<file path="src/rtl/multicycle_control.sv">
// Multicycle MIPS control unit.
// Moore FSM that sequences the shared datapath (PC, register file, ALU,
// unified memory) over several cycles per instruction. Memory accesses
// wait on mem_ready, and a per-access cycle budget turns a stalled memory
// into a timeout fault instead of a hang. Supports R-type, lw, sw, beq,
// addi and j; any other opcode faults in DECODE.
module multicycle_control #(
  parameter int unsigned MEM_TIMEOUT = 15  // legal range 1..255
) (
  input  logic       clk,
  input  logic       reset,
  input  logic [5:0] opcode,
  input  logic       mem_ready,
  output logic       pc_write,
  output logic       pc_write_cond,
  output logic       i_or_d,
  output logic       mem_read,
  output logic       mem_write,
  output logic       ir_write,
  output logic       mem_to_reg,
  output logic       reg_dst,
  output logic       reg_write,
  output logic       alu_src_a,
  output logic [1:0] alu_src_b,
  output logic [1:0] alu_op,
  output logic [1:0] pc_source,
  output logic       fault,
  output logic [1:0] fault_code,
  output logic [3:0] state
);

  typedef enum logic [3:0] {
    S_FETCH  = 4'd0,
    S_DECODE = 4'd1,
    S_MEMADR = 4'd2,
    S_MEMRD  = 4'd3,
    S_MEMWB  = 4'd4,
    S_MEMWR  = 4'd5,
    S_EXEC   = 4'd6,
    S_ALUWB  = 4'd7,
    S_BRANCH = 4'd8,
    S_ADDIEX = 4'd9,
    S_ADDIWB = 4'd10,
    S_JUMP   = 4'd11,
    S_FAULT  = 4'd12
  } state_t;

  localparam logic [5:0] OP_RTYPE = 6'b000000;
  localparam logic [5:0] OP_LW    = 6'b100011;
  localparam logic [5:0] OP_SW    = 6'b101011;
  localparam logic [5:0] OP_BEQ   = 6'b000100;
  localparam logic [5:0] OP_ADDI  = 6'b001000;
  localparam logic [5:0] OP_J     = 6'b000010;

  localparam logic [1:0] FC_ILLEGAL = 2'b01;
  localparam logic [1:0] FC_TIMEOUT = 2'b10;

  // Last counter value at which a still-missing mem_ready is tolerated.
  localparam logic [7:0] TIMEOUT_LAST = 8'(MEM_TIMEOUT - 1);

  state_t     r_state;
  logic [7:0] r_count;
  logic [1:0] r_fault_code;

  state_t     w_next;
  logic       w_is_wait;
  logic       w_timeout;
  logic       w_illegal;

  // Identify memory wait states and detect an expired access budget.
  // mem_ready has priority: a completing access never times out.
  always_comb begin
    w_is_wait = (r_state == S_FETCH) || (r_state == S_MEMRD) || (r_state == S_MEMWR);
    w_timeout = w_is_wait && !mem_ready && (r_count == TIMEOUT_LAST);
  end

  // Next-state selection from the current state, opcode and memory handshake.
  always_comb begin
    // NOTE: every variable gets a default before the case so that no path
    // leaves it unassigned, which would otherwise infer a latch.
    w_next    = S_FETCH;
    w_illegal = 1'b0;
    case (r_state)
      S_FETCH: begin
        if (mem_ready)      w_next = S_DECODE;
        else if (w_timeout) w_next = S_FAULT;
        else                w_next = S_FETCH;
      end
      S_DECODE: begin
        case (opcode)
          OP_RTYPE:     w_next = S_EXEC;
          OP_LW, OP_SW: w_next = S_MEMADR;
          OP_BEQ:       w_next = S_BRANCH;
          OP_ADDI:      w_next = S_ADDIEX;
          OP_J:         w_next = S_JUMP;
          default: begin
            w_next    = S_FAULT;
            w_illegal = 1'b1;
          end
        endcase
      end
      S_MEMADR: w_next = (opcode == OP_SW) ? S_MEMWR : S_MEMRD;
      S_MEMRD: begin
        if (mem_ready)      w_next = S_MEMWB;
        else if (w_timeout) w_next = S_FAULT;
        else                w_next = S_MEMRD;
      end
      S_MEMWB: w_next = S_FETCH;
      S_MEMWR: begin
        if (mem_ready)      w_next = S_FETCH;
        else if (w_timeout) w_next = S_FAULT;
        else                w_next = S_MEMWR;
      end
      S_EXEC:   w_next = S_ALUWB;
      S_ALUWB:  w_next = S_FETCH;
      S_BRANCH: w_next = S_FETCH;
      S_ADDIEX: w_next = S_ADDIWB;
      S_ADDIWB: w_next = S_FETCH;
      S_JUMP:   w_next = S_FETCH;
      S_FAULT:  w_next = S_FETCH;
      default:  w_next = S_FETCH;  // unused codes 13-15 recover to FETCH
    endcase
  end

  // State, wait counter and sticky fault code; synchronous reset.
  // The counter is only non-zero while stalled in a wait state, so any
  // entry into a wait state starts from zero.
  always_ff @(posedge clk) begin
    // NOTE: sequential state uses non-blocking assignments so every register
    // samples the pre-edge values, independent of statement order.
    if (reset) begin
      r_state      <= S_FETCH;
      r_count      <= '0;
      r_fault_code <= '0;
    end else begin
      r_state <= w_next;
      if (w_is_wait && !mem_ready && !w_timeout) r_count <= r_count + 8'd1;
      else                                       r_count <= '0;
      if (w_timeout)      r_fault_code <= FC_TIMEOUT;
      else if (w_illegal) r_fault_code <= FC_ILLEGAL;
    end
  end

  // Datapath controls decoded from the state register; strobes are
  // suppressed while reset is high so an abandoned access has no effect.
  always_comb begin
    pc_write      = 1'b0;
    pc_write_cond = 1'b0;
    i_or_d        = 1'b0;
    mem_read      = 1'b0;
    mem_write     = 1'b0;
    ir_write      = 1'b0;
    mem_to_reg    = 1'b0;
    reg_dst       = 1'b0;
    reg_write     = 1'b0;
    alu_src_a     = 1'b0;
    alu_src_b     = 2'b00;
    alu_op        = 2'b00;
    pc_source     = 2'b00;
    fault         = 1'b0;
    case (r_state)
      S_FETCH: begin
        mem_read  = 1'b1;
        alu_src_b = 2'b01;
        ir_write  = mem_ready;
        pc_write  = mem_ready;
      end
      S_DECODE: alu_src_b = 2'b11;
      S_MEMADR: begin
        alu_src_a = 1'b1;
        alu_src_b = 2'b10;
      end
      S_MEMRD: begin
        mem_read = 1'b1;
        i_or_d   = 1'b1;
      end
      S_MEMWB: begin
        mem_to_reg = 1'b1;
        reg_write  = 1'b1;
      end
      S_MEMWR: begin
        mem_write = 1'b1;
        i_or_d    = 1'b1;
      end
      S_EXEC: begin
        alu_src_a = 1'b1;
        alu_op    = 2'b10;
      end
      S_ALUWB: begin
        reg_dst   = 1'b1;
        reg_write = 1'b1;
      end
      S_BRANCH: begin
        alu_src_a     = 1'b1;
        alu_op        = 2'b01;
        pc_source     = 2'b01;
        pc_write_cond = 1'b1;
      end
      S_ADDIEX: begin
        alu_src_a = 1'b1;
        alu_src_b = 2'b10;
      end
      S_ADDIWB: reg_write = 1'b1;
      S_JUMP: begin
        pc_source = 2'b10;
        pc_write  = 1'b1;
      end
      S_FAULT: fault = 1'b1;
      default: ;
    endcase
    if (reset) begin
      pc_write      = 1'b0;
      pc_write_cond = 1'b0;
      ir_write      = 1'b0;
      reg_write     = 1'b0;
      mem_write     = 1'b0;
      mem_read      = 1'b0;
      fault         = 1'b0;
    end
  end

  assign fault_code = r_fault_code;
  assign state      = r_state;

endmodule

</file>
<file path="config.mk">
export PLATFORM = sky130hd
export DESIGN_NAME = multicycle_control
export DESIGN_NICKNAME = d
export VERILOG_FILES = /design/src/rtl/multicycle_control.sv
export SDC_FILE = /design/constraint.sdc
export NUM_CORES = 1
export LEC_CHECK = 0
export CAP_MARGIN = 20
export CORE_MARGIN = 2
export CORE_UTILIZATION = 49
export DETAILED_ROUTE_END_ITERATION = 7
export PLACE_DENSITY = 0.84
export SLEW_MARGIN = 20
export SYNTH_ARGS = -nofsm -noshare
export SYNTH_HDL_FRONTEND = slang
export SYNTH_SLANG_ARGS = --single-unit
</file>
<file path="constraint.sdc">
create_clock -name clk -period 3.6 [get_ports clk]
set_input_delay 0.36 -clock clk [delete_from_list [all_inputs] [get_ports clk]]
set_output_delay 0.36 -clock clk [all_outputs]
set_load 0.01 [all_outputs]
</file>
==> flow_summary_export.csv <==
group,metric,value,unit
run_status,status,"complete, no violations",
synthesis,ys.flop_type,"dfxtp_1",
floorplanning,initial_utilization,51.0,%
timing,rsz0062_at_grt,"false",
synthesis,yosys_register_bits,14,
timing,drv_slew,0,
route,drt_iter0_markers,32,
synthesis,synthDominantAreaCellType,"dfxtp_1",
synthesis,synth_area_leaders,"dfxtp_1 (28%), nor2_1 (7.2%), xor2_1 (5.3%)",
timing,fin_setup_tns,0,ps
synthesis,yosysUniqueCellTypes,41,
clock_network,post_cts_resized,0,
synthesis,synthArstFlopShare,0,%
synthesis,synth_edf_count,0,
clock_network,cts.htree.levels,1,
cells_and_area,final_layout_size_suffix_gt1_share,3.77,%
setup_path,critPathArrivalTime,2150,ps
clock_network,hold_buffers,0,
setup_path,end_kind,"primary output",
cells_and_area,antenna_cells,0,
timing,timing.slew.headroom,60.2,%
grt,grt_max_degree,20,
clock_network,cts_made_buffers,3,
route,drc,0,
cells_and_area,area.growth.synth_to_final,34.6,%
synthesis,syn_avg_cell_area,7.51,um^2
route,viasPerCell,5.87,
place,dp_hpwl,1920,um
setup_path,critPathRequiredTime,3240,ps
route,first_pass_iters,4,
floorplanning,design.core.area,1940,um^2
timing,fmax,0.399,GHz
synthesis,synthesis.nets,143,
timing,worst_pin_slew,596,ps
setup_path,cp-start-kind,"flop",
route,vias,1092,
synthesis,synth_top_cells_by_count,"nor2_1 (19), dfxtp_1 (14), nor3_1 (9), nand2_1 (7)",
cells_and_area,fillers,155,
timing,finalSetupViolCount,0,
route,wl_per_cell,13.6,um
floorplanning,die_area,2400,um^2
cells_and_area,nets,171,
cells_and_area,final_design_area_no_fill,1330,um^2
place,dpl_cell_area,1300,um^2
timing,layout_min_cycle_time,2510,ps
synthesis,syn_area,991,um^2
synthesis,synth_seq_area_share,28.3,%
grt,grt_usage,22.6,%
clock_network,cts_tree,"done",
synthesis,synth_top_area_share,28.3,%
min_path,min_path_type,"flop to flop",
power,power.density,311,nW/um^2
floorplanning,die_h,49.0,um
floorplanning,die_w,49.0,um
clock_network,clock_latency,290,ps
place,gp_congestion,0.829,
route,drt_wl_total,2530,um
route,ant_nets,0,
synthesis,synthCells,132,
clock_network,cts_root_buf,"clkbuf_4",
setup_path,path_max_fanout,16,
clock_network,postCtsSetupRepairBufs,0,
grt,grt_antenna_before_repair,0,
floorplanning,top_level_ports,32,
floorplanning,std_cell_rows,16,
grt,grt_pass1_vias,992,
power,ir_worst_vdd,0.321,mV
synthesis,yosysMostFrequentCell,"nor2_1",
grt,grt_pass1_wl,4330,um
clock_network,clkSinkCount,14,
clock_network,clock_path_buffers,2,
synthesis,ys_warn_count,0,
timing,hold_viol,0,
clock_network,path_clk_slew,90,ps
timing,final.setup_skew,8.39,ps
timing,finalCritPeriodShare,69.6,%
grt,grt_overflow,0,
setup_path,critical_path_class,"flop to primary output",
place,portBuffers,31,
run,maxCapViolCount,0,
power,leakage,0.480,nW
[layout make-up]
| cell class | instances | area [um^2] | share of cell area (%) |
|---|---|---|---|
| inverters | 5 | 18.8 | 1.41 |
| clock buffers | 4 | 36.3 | 2.72 |
| well taps | 27 | 33.8 | 2.53 |
| flip-flops and latches | 14 | 280 | 21.0 |
| repair buffers | 31 | 310 | 23.3 |
| multi-input cells | 105 | 654 | 49.1 |
[stage by stage]
stage	hold slack, ps	util (%)	power (W)	setup WS (ps)	cells
after floorplan	437	-	0.000245	2010	132
after global placement	459	66.8	0.000299	1240	182
after detailed placement	465	66.8	0.000302	1200	182
after CTS	483	68.7	0.000411	1120	186
after global routing	492	68.7	0.000435	945	186
final	489	68.7	0.000414	1090	186
[flip-flops by register name, indices dropped and copies added (netlist names)]
register,cells
fault_code,2
r_count,8
state,4
[worst max-delay path: stages, from the launching register on]
cell             delay, ps
dfxtp_1                700
nand2b_1               230
nand2b_1               240
a21oi_1                140
clkdlybuf4s50_1        550
[power by group]
part           internal (W)  switching (W)  total, W
registers          0.000161      0.0000179  0.000179
clock network     0.0000617      0.0000526  0.000114
logic             0.0000622      0.0000587  0.000121
total              0.000285       0.000129  0.000414
[metal layers]
metal / wire length (um) / global-route usage [%]
met3: 167 / 3.68
met4: 70 / 10.5
met2: 1160 / 38.1
met5: 0 / 0
met1: 1140 / 28.2
[final timing paths]
path	to	slack [ps]	start	depth (start not counted)
max	alu_src_b[1]	1090	state[1]	4
min	r_count[0]	490	r_count[0]	1
max reg2reg	r_count[3]	1740	state[1]	4
min reg2reg	r_count[0]	490	r_count[0]	1
[logic make-up (layout without fill, tap and decap cells)]
logic type | count (synthesis) | in the layout | synth area share, %
adders and majority gates | 2 | 2 | 2.52
xor gates and xnor gates | 9 | 9 | 8.71
and+or+nand+nor | 68 | 68 | 37.6
DFF | 14 | 14 | 28.3
buffers and inverters | 13 | 40 | 5.68
AOI/OAI and AO/OA | 26 | 26 | 17.2
[placed cells by master (no fill, tap or decap), drive strengths merged, types with 2 or more instances in the layout]
cell type	n
a21oi	5
a31oi	3
and3	5
clkbuf	4
clkdlybuf4s50	31
dfxtp	14
ha	2
inv	5
nand2	7
nand2b	6
nand3	2
nand4	2
nor2	19
nor2b	3
nor3	9
nor4	4
nor4b	4
o21ai	6
o31ai	2
or3	2
xnor2	3
xor2	6
No activity file was read; power rests on OpenSTA's default activity.
